### src/rtl/poly_solve_horner.sv
// Horner-rule polynomial evaluator: one multiply-accumulate per clock, enable/ready/valid handshake.
// Build option: define POLY_SOLVE_SAT_EN to saturate each Horner step instead of wrapping.
module poly_solve_horner #(
  parameter int XW     = 8,
  parameter int CW     = 16,
  parameter int RW     = 16,
  parameter int DEGREE = 2
) (
  input  logic                     clock,
  input  logic                     reset,
  input  logic                     enable,
  input  logic [XW-1:0]            valor_x,
  input  logic [(DEGREE+1)*CW-1:0] coef,
  output logic [RW-1:0]            result,
  output logic                     ready,
  output logic                     valid,
  output logic                     overflow
);

  localparam int PW   = RW + XW;
  localparam int SW   = PW + 1;
  localparam int CNTW = $clog2(DEGREE + 1);

  localparam logic signed [RW-1:0] RMAX = {1'b0, {(RW-1){1'b1}}};
  localparam logic signed [RW-1:0] RMIN = {1'b1, {(RW-1){1'b0}}};

  typedef enum logic [1:0] {IDLE, RUN, DONE} state_t;

  state_t                 state_reg, state_next;
  logic signed [RW-1:0]   acc_reg, acc_next;
  logic [CNTW-1:0]        cnt_reg, cnt_next;
  logic                   sticky_reg, sticky_next;
  logic [RW-1:0]          result_reg, result_next;
  logic                   overflow_reg, overflow_next;
  logic signed [XW-1:0]   x_reg;

  logic signed [CW-1:0]   coef_in  [0:DEGREE];
  logic signed [CW-1:0]   coef_reg [0:DEGREE];

  logic                   accept;
  logic signed [PW-1:0]   prod;
  logic signed [SW-1:0]   sum;
  logic [SW-RW:0]         sum_top;
  logic                   step_ovf;
  logic signed [RW-1:0]   step_fit;

  assign accept = enable && (state_reg != RUN);

  // Operands are captured at accept so the caller may change them during RUN.
  genvar gi;
  generate
    for (gi = 0; gi <= DEGREE; gi++) begin : g_coef
      assign coef_in[gi] = coef[gi*CW +: CW];

      always_ff @(posedge clock) begin
        if (accept) begin
          coef_reg[gi] <= coef_in[gi];
        end
      end
    end
  endgenerate

  always_ff @(posedge clock) begin
    if (accept) begin
      x_reg <= $signed(valor_x);
    end
  end

  // One Horner step computed at full precision, then fitted back to RW bits.
  always_comb begin
    prod     = PW'(acc_reg) * PW'(x_reg);
    sum      = SW'(prod) + SW'(coef_reg[cnt_reg]);
    sum_top  = sum[SW-1:RW-1];
    step_ovf = !((&sum_top) || !(|sum_top));
`ifdef POLY_SOLVE_SAT_EN
    if (step_ovf) begin
      step_fit = sum[SW-1] ? RMIN : RMAX;
    end else begin
      step_fit = sum[RW-1:0];
    end
`else
    step_fit = sum[RW-1:0];
`endif
  end

  always_comb begin
    state_next    = state_reg;
    acc_next      = acc_reg;
    cnt_next      = cnt_reg;
    sticky_next   = sticky_reg;
    result_next   = result_reg;
    overflow_next = overflow_reg;

    case (state_reg)
      IDLE, DONE: begin
        if (enable) begin
          acc_next    = RW'(coef_in[DEGREE]);
          cnt_next    = CNTW'(DEGREE - 1);
          sticky_next = 1'b0;
          state_next  = RUN;
        end else begin
          state_next  = IDLE;
        end
      end
      RUN: begin
        acc_next    = step_fit;
        sticky_next = sticky_reg | step_ovf;
        if (cnt_reg == '0) begin
          result_next   = step_fit;
          overflow_next = sticky_reg | step_ovf;
          state_next    = DONE;
        end else begin
          cnt_next = cnt_reg - CNTW'(1);
        end
      end
      default: state_next = IDLE;
    endcase
  end

  always_ff @(posedge clock or posedge reset) begin
    if (reset) begin
      state_reg    <= IDLE;
      acc_reg      <= '0;
      cnt_reg      <= '0;
      sticky_reg   <= 1'b0;
      result_reg   <= '0;
      overflow_reg <= 1'b0;
    end else begin
      state_reg    <= state_next;
      acc_reg      <= acc_next;
      cnt_reg      <= cnt_next;
      sticky_reg   <= sticky_next;
      result_reg   <= result_next;
      overflow_reg <= overflow_next;
    end
  end

  assign result   = result_reg;
  assign overflow = overflow_reg;
  assign ready    = (state_reg != RUN);
  assign valid    = (state_reg == DONE);

endmodule

### config.mk
export PLATFORM = sky130hd
export DESIGN_NAME = poly_solve_horner
export DESIGN_NICKNAME = d
export VERILOG_FILES = /design/src/rtl/poly_solve_horner.sv
export SDC_FILE = /design/constraint.sdc
export NUM_CORES = 1
export LEC_CHECK = 0
export CAP_MARGIN = 20
export CORE_MARGIN = 2
export CORE_UTILIZATION = 45
export DETAILED_ROUTE_END_ITERATION = 6
export PLACE_DENSITY = 0.73
export REMOVE_ABC_BUFFERS = 1
export SYNTH_ARGS = -nofsm -noshare
export SYNTH_HDL_FRONTEND = slang
export SYNTH_SLANG_ARGS = --single-unit
### constraint.sdc
create_clock -name clock -period 7.09 [get_ports clock]
set_input_delay 1.418 -clock clock [delete_from_list [all_inputs] [get_ports clock]]
set_output_delay 1.418 -clock clock [all_outputs]
set_load 0.005 [all_outputs]
Word-level counts from Yosys, hierarchy flattened. Memories as Yosys holds them, arrays and structs flattened. Index checks and enable logic that the tools add are counted.

Flip-flop bits (word level): 46. Latch bits: 0. Bits in writable memories: 48. Memory bits (read-only): 0. Output and inout port bits: 19. Memories kept: 1.

Add/subtract/negate cells: 2. $mul: 1. Divide/modulo/power cells: 0. $lt $le $gt $ge: 0. Equal/unequal tests: 6. Shift-type cells: 0. Muxes and demuxes: 12. Bitwise logic cells: 1. Reductions and logical operators: 13.

Memory list: coef_reg (depth 3, bits a word 16, read ports 1, clocked after memory_dff 0, wr ports 3, RTL line 38) `logic signed [CW-1:0] coef_reg [0:DEGREE];`.

Operator list (count): $pmux W16 S2 (1); $add A24 B16 Y25 (1); $mul A16 B8 Y24 (1); $mux W16 (1); $reduce_and A10 Y1 (1); $reduce_or A10 Y1 (1); $pmux W2 S2 (2); $mux W2 (3); $ne A2 B2 Y1 const B (3); $logic_not A2 Y1 (2); $mux W1 (4); $reduce_and A2 Y1 (2); $reduce_and A3 Y1 (1); $eq A2 B1 Y1 const B (1); $eq A2 B2 Y1 const B (1); $logic_not A1 Y1 (2); $ne A2 B1 Y1 const B (1); $pmux W1 S2 (1); $reduce_bool A2 Y1 (1); $reduce_or A2 Y1 (1); $sub A2 B1 Y2 const B (1); $logic_and A1 B1 Y1 (1); $logic_or A1 B1 Y1 (1); $or A1 B1 Y1 (1).

Longest topological paths before layout.
Word-level depth: 8. Gate-level depth with buffers: 23. Depth with buffers taken out: 21.

Worst setup path after synthesis. Ideal clock, no wire load.

Path kind: flip-flop to flip-flop. From: register cnt_reg[0]. To: register sticky_reg. Data arrival time: 6478 ps. Data required time: 6968 ps. Setup slack: 491 ps. Cell stages (with the launch flop): 22. Buffers on the path: 2. Period minus slack after synthesis: 6599 ps. Cells stage by stage: dfrtp_1 -> clkbuf_1 -> buf_1 -> mux2i_1 -> o21ai_0 -> fa_1 -> fa_1 -> ha_1 -> inv_1 -> fa_1 -> inv_1 -> ha_1 -> ha_1 -> fa_1 -> a211oi_1 -> o211ai_1 -> a211oi_1 -> xnor2_1 -> a211oi_1 -> or4b_2 -> or4_1 -> a32o_1.

Longest elaborated chain between the ends: 8. Elaborated cells between the ends (all ways): 9.

RTL lines: start, declared (RTL line 31) `logic [CNTW-1:0] cnt_reg, cnt_next;`; start signal, assigned (RTL line 131) `cnt_reg <= cnt_next;`; $mem_v2 Z3 W16 *; $add A24 B16 Y25 * (RTL line 72) `sum = SW'(prod) + SW'(coef_reg[cnt_reg]);`; $reduce_or A10 Y1 (RTL line 74) `step_ovf = !((&sum_top) || !(|sum_top));`; $logic_not A1 Y1 (RTL line 74); $logic_or A1 B1 Y1 * (RTL line 74); $logic_not A1 Y1 * (RTL line 74); $or A1 B1 Y1 * (RTL line 107) `sticky_next = sticky_reg | step_ovf;`; $pmux W1 S2 * (RTL line 94) `case (state_reg)`; end signal, assigned (RTL line 132) `sticky_reg <= sticky_next;`; end, declared (RTL line 32) `logic sticky_reg, sticky_next;`.

Mark *: on every way between the ends. The rest lies on a longest branch, timed or not. A chain may end at the register's enable or synchronous reset.

Final worst setup path. Ends and elaborated chain as after synthesis.

==> flow_metrics.env <==
export IMPL_ff2ff_setup_slack_ps=370
export IMPL_place_gp_congestion=0.8560
export IMPL_max_freq_mhz=148.8
export IMPL_cts_hold_repair_buffers=0
export IMPL_synthesis_area_um2=8717
export IMPL_cts_root_buf="clkbuf_16"
export IMPL_cpMostUsedCell="fa_1"
export IMPL_tightest_slew_ps=834.8
export IMPL_reg2regPathDepth=20
export IMPL_ant_nets=0
export IMPL_avgRoutedWirePerCell_um=17.24
export IMPL_wl_um=20120
export IMPL_drive_above_1_share_pct=5.182
export IMPL_drv_cap=0
export IMPL_cp_top_family="adder cells"
export IMPL_largest_reg_flops=48
export IMPL_cp_arrival_ps=6970
export IMPL_hp_class="flip-flop to flip-flop"
export IMPL_setup_tns_ps=0
export IMPL_r2r_end="sticky_reg"
export IMPL_synth_area_top_cells="fa_1 (28%), edfxtp_1 (19%), dfrtp_1 (11%)"
export IMPL_clk_path_buf_depth=2
export IMPL_slowest_stage="fa_1"
export IMPL_final_min_clock_period_ps=6722
export IMPL_core_um2=18830
export IMPL_dp_hpwl_um=16140
export IMPL_cts_tree="built"
export IMPL_antenna_found_initial=0
export IMPL_synth_warnings=0
export IMPL_crit_path_end_kind="flip-flop"
export IMPL_ys_types=56
export IMPL_synth_ff_type="edfxtp_1"
export IMPL_cts_made_buffers=9
export IMPL_slew_headroom_pct=44.35
export IMPL_holdPathStages=2
export IMPL_setup_viol=0
export IMPL_overflow=0
export IMPL_min_delay_start="result[10]"
export IMPL_io_pins=78
export IMPL_path_buf_inv=4
export IMPL_seq_area_um2=2634
export IMPL_dr_pass1_iters=5
export IMPL_port_buffers=77
export IMPL_crit_path_start_kind="flip-flop"
export IMPL_fin_skew_ps=5.682
export IMPL_whs_endpoint="result[10]"
export IMPL_multi_input_area_um2=5558
export IMPL_status="completed"
export IMPL_finalMaxSlewViolations=0
export IMPL_grtUsageTotal_pct=21.62
export IMPL_synth_top_cell_area_share_pct=28.02
export IMPL_grt_pass1_vias=6543
export IMPL_nFillCells=1649
export IMPL_r2r_start="cnt_reg[0]"
export IMPL_htreeDepth=3
export IMPL_ys_ff_latch=94
export IMPL_timing_final_crit_share_pct=94.80
export IMPL_rsz0062_at_grt="false"
export IMPL_synth_cells=834
export IMPL_cts_clk_slew_worst_paths_ps=70
export IMPL_path_class="flip-flop to flip-flop"
export IMPL_avgSynthCellArea_um2=10.45
export IMPL_vias=6187
export IMPL_synth_edff_count=56
export IMPL_fin_nets=1138
export IMPL_worst_path_stages=20
export IMPL_grt_pass1_wl_um=34180
export IMPL_slowest_delay_ps=540
export IMPL_clk_latency_ps=350
export IMPL_ys_async_sr_fraction_pct=40.43
export IMPL_place_area_um2=9809
export IMPL_synth_largest_area_cell="fa_1"
export IMPL_design_area_um2=10100
export IMPL_crit_required_ps=7340
export IMPL_layout_commonest_cell="fa_1"
export IMPL_routed_via_density=5.302
export IMPL_drcViolationCount=0
export IMPL_clock_sinks=94
export IMPL_die_w_um=143.2
export IMPL_most_common_layout_cells="fa_1 (122), nand2_1 (117), inv_1 (103)"
export IMPL_synth_seq_area_share_pct=30.20
export IMPL_grt_max_degree=57
export IMPL_drt_iter0_markers=406
export IMPL_hold_viol_final=0
export IMPL_die_y_um=143.2
export IMPL_diodes=0
export IMPL_cp_max_fo=10
export IMPL_start_util_pct=46.29
export IMPL_die_area_um2=20500
export IMPL_cp_cell_sequence="buf_4, mux2i_1, o21a_1, inv_1, fa_1, inv_1, fa_1, fa_1, inv_1, fa_1, ha_1, ha_1, and4_1, nand2_1, or4b_4, a31oi_1, nor4bb_1, or4_1, or4_1, a32o_1"
export IMPL_synthToLayoutAreaGrowth_pct=15.87
export IMPL_num_rows=50
-- worst min-delay path: cells and delay by family (launching register included) --
kind,cells,cell delay (ps)
DFF,1,350
AOI/OAI and AO/OA,1,60
and+or+nand+nor,1,50
-- layer usage --
metal / up-vias / GRT usage [%] / wire length (um)
met5: - / 0 / 0
met3: 15 / 4.795 / 1243
li1: 2862 / - / -
met2: 171 / 34.35 / 9365
met1: 3139 / 30.78 / 9323
met4: 0 / 4.325 / 191
-- layout make-up --
class	count	share of cell area, %
Inverter	104	3.865
Clock inverter	7	0.6441
Sequential cell	94	26.07
Timing Repair Buffer	93	8.943
Tap cell	260	3.221
Clock buffer	9	2.230
Multi-Input combinational cell	600	55.02
-- synthesized netlist by cell type (all sizes together), types with 3 or more instances --
master  instances
a211oi          7
a21o            9
a21oi          40
a31oi          11
and2           58
and3            8
and4            3
buf             5
clkbuf         31
dfrtp          38
edfxtp         56
fa            122
ha             55
inv           103
mux2            7
mux2i          17
nand2         117
nand2b         10
nand3           3
nand4           3
nor2           40
nor2b           6
nor3            4
o211ai          6
o21ai          27
xnor2          11
xor2            8
-- worst max-delay path by stage --
| stage | from | to |
|---|---|---|
| floorplan | cnt_reg[0] | sticky_reg |
| global placement | cnt_reg[0] | sticky_reg |
| detailed placement | cnt_reg[0] | sticky_reg |
| CTS | cnt_reg[0] | sticky_reg |
| global route | cnt_reg[0] | sticky_reg |
| finish | cnt_reg[0] | sticky_reg |
-- metrics by stage --
stage          std cells  setup slack, ps  hold slack, ps  util [%]
2_1_floorplan        798            544.9           466.5         -
3_3_place_gp        1151            375.7           466.8     52.09
3_5_place_dp        1151            270.8           469.1     52.09
4_1_cts             1167            241.3           493.7     53.63
5_1_grt             1167            42.34           519.1     53.64
6_report            1167            368.5           490.4     53.64
-- timing repair --
item | CTS | global route
buffers inserted | 0 | 0
resized for setup | 0 | 1
endpoints found under the setup margin | 0 | 1
-- kinds of logic (layout without fill, tap and decap cells) --
group,Yosys count,in the layout,synth area share (%)
buffers and inverters,140,213,6.057
muxes,24,24,2.856
AOI/OAI and AO/OA,115,115,8.167
xor gates and xnor gates,19,19,1.909
DFF,94,94,30.20
adders and majority gates,177,177,35.91
and+or+nand+nor,265,265,14.90
Power is not shown: default switching activity piles up to over one toggle a cycle in this logic, so the estimate is an artifact.
